<file path="src/rtl/cr_kme_unpack_pkg.sv">
// rtl/cr_kme_unpack_pkg.sv - shared field positions and state encoding for the KME word unpacker
package cr_kme_unpack_pkg;

    localparam int SOT_BIT   = 131;
    localparam int EOT_BIT   = 130;
    localparam int CNT_LSB   = 128;
    localparam int PAYLOAD_W = 128;

    typedef enum logic {
        IDLE = 1'b0,
        EMIT = 1'b1
    } unpack_state_e;

endpackage

</file>
<file path="src/rtl/cr_kme_unpack_frame_chk.sv">
// rtl/cr_kme_unpack_frame_chk.sv - SOT/EOT framing tracker with a one-cycle frame_err pulse
module cr_kme_unpack_frame_chk (
    input  logic clk,
    input  logic rst_n,
    input  logic load,
    input  logic load_sot,
    input  logic eot_accept,
    output logic frame_err
);

    logic in_frame;
    logic frame_live;

    // An EOT beat accepted in the same cycle as the next load closes the frame first,
    // so back-to-back frames are not flagged.
    assign frame_live = in_frame & ~eot_accept;

    always_ff @(posedge clk) begin
        if (!rst_n) begin
            in_frame  <= 1'b0;
            frame_err <= 1'b0;
        end else begin
            frame_err <= load & (load_sot ? frame_live : ~frame_live);
            if (load && load_sot) begin
                in_frame <= 1'b1;
            end else if (eot_accept) begin
                in_frame <= 1'b0;
            end
        end
    end

endmodule

</file>
<file path="src/rtl/cr_kme_word_unpacker.sv">
// rtl/cr_kme_word_unpacker.sv - pops 132-bit staging words and streams BEAT_SIZE-bit beats with SOT/EOT
// Optional framing checker: define CR_KME_UNPACK_ERRCHK_EN.
module cr_kme_word_unpacker
    import cr_kme_unpack_pkg::*;
#(
    parameter int DATA_SIZE = 132,
    parameter int BEAT_SIZE = 32
) (
    input  logic                 clk,
    input  logic                 rst_n,
    input  logic [DATA_SIZE-1:0] in_data,
    input  logic                 in_valid,
    output logic                 in_ack,
    output logic [BEAT_SIZE-1:0] out_data,
    output logic                 out_sot,
    output logic                 out_eot,
    output logic                 out_valid,
    input  logic                 out_ready,
    output logic                 busy,
    output logic                 frame_err
);

    localparam int BEATS = PAYLOAD_W / BEAT_SIZE;
    localparam int IDX_W = $clog2(BEATS);
    localparam logic [IDX_W-1:0] LAST_FULL = IDX_W'(BEATS - 1);

    unpack_state_e state;
    unpack_state_e state_d;

    logic [PAYLOAD_W-1:0] hold_payload;
    logic                 hold_sot;
    logic                 hold_eot;
    logic [IDX_W-1:0]     idx;
    logic [IDX_W-1:0]     last;
    logic [IDX_W-1:0]     load_last;
    logic                 beat_accept;
    logic                 word_done;
    logic                 load;
    logic [BEAT_SIZE-1:0] beat_slice [BEATS];

    // With 64-bit beats only the low count bit is meaningful.
    logic unused_cnt;
    assign unused_cnt = ^in_data[CNT_LSB +: 2];

    assign out_valid   = (state == EMIT);
    assign busy        = (state == EMIT);
    assign beat_accept = out_valid & out_ready;
    assign word_done   = beat_accept & (idx == last);
    assign in_ack      = in_valid & ((state == IDLE) | word_done);
    assign load        = in_ack;
    assign load_last   = in_data[EOT_BIT] ? in_data[CNT_LSB +: IDX_W] : LAST_FULL;

    for (genvar b = 0; b < BEATS; b++) begin : g_slice
        assign beat_slice[b] = hold_payload[b*BEAT_SIZE +: BEAT_SIZE];
    end

    assign out_data = beat_slice[idx];
    assign out_sot  = out_valid & hold_sot & (idx == '0);
    assign out_eot  = out_valid & hold_eot & (idx == last);

    always_ff @(posedge clk) begin
        if (!rst_n) begin
            state <= IDLE;
        end else begin
            state <= state_d;
        end
    end

    always_comb begin
        state_d = state;
        case (state)
            IDLE:    if (in_valid) state_d = EMIT;
            EMIT:    if (word_done && !in_valid) state_d = IDLE;
            default: state_d = IDLE;
        endcase
    end

    // Every acked word is captured in the same cycle, so load also covers the back-to-back case.
    always_ff @(posedge clk) begin
        if (!rst_n) begin
            hold_payload <= '0;
            hold_sot     <= 1'b0;
            hold_eot     <= 1'b0;
            idx          <= '0;
            last         <= '0;
        end else if (load) begin
            hold_payload <= in_data[PAYLOAD_W-1:0];
            hold_sot     <= in_data[SOT_BIT];
            hold_eot     <= in_data[EOT_BIT];
            idx          <= '0;
            last         <= load_last;
        end else if (beat_accept && (idx != last)) begin
            idx <= idx + IDX_W'(1);
        end
    end

`ifdef CR_KME_UNPACK_ERRCHK_EN
    cr_kme_unpack_frame_chk u_frame_chk (
        .clk        (clk),
        .rst_n      (rst_n),
        .load       (load),
        .load_sot   (in_data[SOT_BIT]),
        .eot_accept (beat_accept & out_eot),
        .frame_err  (frame_err)
    );
`else
    assign frame_err = 1'b0;
`endif

endmodule

</file>
<file path="config.mk">
export PLATFORM = sky130hd
export DESIGN_NAME = cr_kme_word_unpacker
export DESIGN_NICKNAME = d
export VERILOG_FILES = /design/src/rtl/cr_kme_unpack_pkg.sv /design/src/rtl/cr_kme_unpack_frame_chk.sv /design/src/rtl/cr_kme_word_unpacker.sv
export SDC_FILE = /design/constraint.sdc
export NUM_CORES = 1
export LEC_CHECK = 0
export BUFFER_PORTS_ARGS = -buffer_cell sky130_fd_sc_hd__buf_2
export CAP_MARGIN = 20
export CORE_MARGIN = 2
export CORE_UTILIZATION = 47
export CTS_CLUSTER_DIAMETER = 80
export DETAILED_ROUTE_END_ITERATION = 16
export PLACE_DENSITY = 0.83
export SLEW_MARGIN = 20
export SYNTH_ARGS = -nofsm -noshare
export SYNTH_HDL_FRONTEND = slang
export SYNTH_SLANG_ARGS = --single-unit
</file>
<file path="constraint.sdc">
create_clock -name clk -period 1.8 [get_ports clk]
set_clock_uncertainty 0.05 [all_clocks]
set_input_delay 0.36 -clock clk [delete_from_list [all_inputs] [get_ports clk]]
set_output_delay 0.36 -clock clk [all_outputs]
set_load 0.02 [all_outputs]
</file>
* Yosys cells after proc, flatten, opt, wreduce, memory -nomap -nowiden
Index checks and enable logic that the tools add are counted.
Word-level totals: logic and storage cells 33, output and inout bits 38, input bits 136, flip-flop bits (word level) 135
Operators by class: bitwise logic cells 11, multiplexer cells 7, eq/ne operators 2, order comparisons 1, add/sub/neg operators 1, reduce and logical (&&, ||, !) cells 5
Operator list (count):
- $bmux W32 S2 | 1
- $mux W32 | 2
- $and A1 B1 Y1 | 7
- $ge A3 B3 Y1 const B | 1
- $not A2 Y3 | 1
- $add A2 B1 Y2 const B | 1
- $eq A2 B2 Y1 | 1
- $logic_and A1 B1 Y1 | 2
- $logic_not A2 Y1 | 1
- $mux W1 | 2
- $mux W2 | 1
- $ne A2 B2 Y1 | 1
- $not A1 Y1 | 2
- $pmux W1 S2 | 1
- $reduce_or A2 Y1 | 1
- $logic_not A1 Y1 | 1
- $or A1 B1 Y1 | 1

* Depth between registers and ports, before layout
depth in word-level cells 5, gate-level depth with buffers 8, mapped depth without buffers 4

* Worst setup path before layout
No wires, ideal clock.
kind flip-flop to output port, start register idx[1], end output port in_ack, data required time 1.390 ns, stages on the path, launching flop included 7, buffers on the path 4, data arrival time 1.420 ns, path slack -0.030 ns, cell sequence dfxtp_1 -> buf_2 -> xor2_2 -> o32ai_4 -> buf_6 -> buf_6 -> buf_4
Between the ends: cells in the longest elaborated chain, start to end 4
RTL lines:
- from (decl) | line cr_kme_word_unpacker.sv:33 | logic [IDX_W-1:0] idx;
- from (signal assigned) | line cr_kme_word_unpacker.sv:93 | idx <= idx + IDX_W'(1);
- $eq A2 B2 Y1 | line cr_kme_word_unpacker.sv:48 | assign word_done = beat_accept & (idx == last);
- $and A1 B1 Y1 | line cr_kme_word_unpacker.sv:48
- $or A1 B1 Y1 | line cr_kme_word_unpacker.sv:49 | assign in_ack = in_valid & ((state == IDLE) | word_done);
- $and A1 B1 Y1 | line cr_kme_word_unpacker.sv:49
- to (decl) | line cr_kme_word_unpacker.sv:13 | output logic in_ack,
Every way passes these cells.

* Final worst setup path
start register idx[0], end output port in_ack
Same word-level chain as after synthesis.

==> key figures <==
Outcome
  • Status: finished, violations left
  • Failing checks: negative setup slack

Detailed routing
  • Initial DRC Count: 505
  • TritonRoute pass-1 iters: 5
  • Via Count: 5,686
  • Via density: 5.62
  • Post-detailed-route wirelength per cell: 19.1 um
  • Residual DRC count: 0
  • Routed WL: 19.4 mm
  • Post-route ant nets: 0

Die
  • Initial core utilization: 48.3%
  • Die X-Extent: 115 um
  • Core Area: 0.0121 sq mm
  • IO Pins: 174
  • DIE AREA: 0.0133 sq mm
  • Chip height: 115 um
  • Core Rows: 40

Clocking
  • Clk root buf: clkbuf_16
  • H-tree levels: 4
  • Worst-path clk slew: 0.06 ns
  • CTS tree: yes
  • Clock Latency Late Sink: 0.42 ns
  • Clk sinks: 135
  • Total CTS buffers: 17
  • Clk buf depth: 2
  • Hold Buf Count CTS: 0

Yosys
  • Most used DFF post-synth: dfxtp_1
  • Top cells by area, synth: dfxtp_1, mux4_2, nand3_1
  • Synth area leader: dfxtp_1
  • Top cell type's share of synthesized area: 46.4%
  • Synth Area in Simple Gates: 20.4%
  • Main combinational cell family by area after synthesis: simple AND/OR/NAND/NOR gates
  • Xor-xnor portion of the synthesized cell area: 0.709%
  • Async set-reset flop share out of synthesis: 0%
  • Cell area after synthesis: 0.00582 sq mm
  • Fraction of synthesized area in multiplexers: 12.6%
  • Syn avg cell area: 8.98 sq um
  • Syn nets: 785
  • Synth top cells by count: dfxtp_1, nand2_1, nand3_1
  • Adder-Cell Fraction of Synth Area: 0.215%
  • Cell variety after synth: 28
  • YS warnings: 0
  • Cell count after synthesis: 648
  • Sequential element share of the synthesized area: 46.4%
  • Compound-Gate Fraction of Synth Area: 12.4%
  • Most frequent cell after synthesis: dfxtp_1
  • Yosys reg bits: 135
  • EDFF count, synth: 0

Timing
  • Final hold violation count: 0
  • Final Critical Period: 2.21 ns
  • RSZ-0062 raised after global routing: true
  • Final Max Tran Viols: 0
  • Final Cycle Share: 123%
  • FMAX: 0.452 GHz
  • Final worst slack: -0.414 ns
  • Final setup fails: 169

Critical path
  • Crit Path Max Fanout: 5
  • Worst path top cell family by delay: buffers and inverters
  • Critical Path RT: 1.39 ns
  • Reg2Reg Depth: 10
  • Crit path buf inv count: 3
  • Slowest CP cell: dfxtp_4
  • CP Launch Type: flop
  • Crit end category: output port
  • Worst setup path category: reg2out
  • Worst path depth: 5
  • Slowest cell delay on critical path: 0.41 ns
  • Arrival time worst endpoint: 1.80 ns
  • CP dominant cell by count: buf_12
  • Cell breakdown of the critical path: buf_12 > xor2_4 > o32ai_4 > buf_12 > buf_8

Pwr
  • Comb pwr share: 20.1%
  • Internal power: 6.14 mW
  • IR drop worst, VDD: 751 uV
  • Sequential share of power: 40.5%
  • Switching power total: 2.22 mW
  • Lkg Pwr: 3.49 nW
  • Clock Power Share: 39.5%
  • PwrDens: 952 mW/mm^2
  • Sw frac: 26.6%

Cells and area
  • Layout cells sized above 1: 44.8%
  • Nets@finish: 969
  • Design Area, Final: 0.00878 sq mm
  • Multi-input gate area: 0.00315 sq mm
  • Final Util: 72.8%
  • Filler instances: 805
  • Area Overhead vs Synth: 50.8%
  • Reg area: 0.00271 sq mm

Worst hold path
  • Hold Path Depth: 3
  • Worst hold path class: in2reg

Placement
  • Placed cell areas: 0.00677 sq mm
  • DPL Wire Length: 9.44 mm
  • Routability congestion estimate: 0.830
  • PortBufs: 172

GRT
  • Vias in the first global route: 4,804
  • Global-route usage over all layers: 22.9%
  • Largest net degree at the start of global routing: 111
  • Antenna violations before repair: 1
  • Remaining global-route overflow: 0
  • First-pass GRT wire length: 23.3 mm

Run
  • MaxCap Viol Count: 0
final timing paths:
check                                startpoint                            end  slack [ns]
setup / recovery            idx[0]$_SDFFE_PP0P_                         in_ack       -0.41
hold / removal                      in_data[82]  hold_payload[82]$_SDFFE_PN0P_        0.10
setup reg to reg            idx[0]$_SDFFE_PP0P_  hold_payload[10]$_SDFFE_PN0P_       -0.40
hold reg to reg   hold_payload[68]$_SDFFE_PN0P_  hold_payload[68]$_SDFFE_PN0P_        0.40
placed cells by master, fill, tap and decap left out, types with 4 or more instances in the layout:
cell / n
buf_8: 4
clkbuf_16: 35
nand3_1: 74
o21ai_2: 21
buf_12: 15
o21ai_0: 45
dfxtp_1: 132
nand2_1: 131
clkbuf_1: 5
buf_4: 11
nand3_4: 7
o21ai_1: 64
buf_6: 35
clkbuf_8: 5
buf_2: 146
nand3_2: 49
mux4_2: 32
area by class of cell:
class	instances	area share, %
multi-input cells	442	35.9
flip-flops and latches	135	30.9
repair buffers	233	24.4
clock buffers	27	5.84
well taps	168	2.39
clock inverters	3	0.456
inverters	3	0.157
diodes	1	0.0285
sequential cells by signal (all words and copies together), names as in the netlist:
name and cells:
hold_payload 128, last 2, hold_sot 1, idx 2, busy 1, hold_eot 1
stage by stage:
step | TNS [ns] | std cells | hold WS [ns] | power (mW) | setup WS, ns
after floorplan | 0 | 648 | 0.375 | 4.12 | 0.0119
after global placement | 0 | 942 | 0.385 | 4.41 | 0.0727
after detailed placement | 0 | 942 | 0.390 | 4.44 | 0.0576
after CTS | -15.78 | 979 | 0.0864 | 7.79 | -0.391
after global routing | -49.65 | 1012 | 0.0944 | 8.65 | -0.462
final | -39.27 | 1012 | 0.103 | 8.36 | -0.414
worst reg2reg max path, delay by kind of cell, from the launching register on:
family          cells  cell delay [ns]
flops               1             0.41
buf+inv             6             0.89
xor+xnor            1             0.16
compound gates      2             0.52
simple gates        1             0.10
timing repair:
| item | CTS | global route |
|---|---|---|
| gates cloned | 3 | 24 |
| pin swaps | 3 | 56 |
| buffers inserted | 4 | 8 |
| endpoints found under the setup margin | 35 | 165 |
| gates resized for setup | 48 | 185 |
layer usage:
| metal | global-route usage [%] | routed length [um] |
|---|---|---|
| met1 | 28.5 | 7510 |
| met3 | 8.28 | 1280 |
| met5 | 0 | 0 |
| met4 | 8.59 | 662 |
| met2 | 36.6 | 9930 |
kinds of logic after synthesis:
kind of cell,Yosys count
flops,135
buf+inv,71
compound gates,136
fa+ha+maj,1
mux,33
simple gates,268
xor+xnor,3
other cells,1
power groups by stage:
| stage | combinational (mW) | clock (mW) | sequential [mW] |
|---|---|---|---|
| CTS | 1.10 | 3.32 | 3.37 |
| detailed placement | 1.02 | 0 | 3.42 |
| global placement | 0.996 | 0 | 3.42 |
| finish | 1.68 | 3.30 | 3.38 |
| global route | 1.78 | 3.47 | 3.40 |
| floorplan | 0.740 | 0 | 3.38 |
Power figures use the tool's default switching activity.
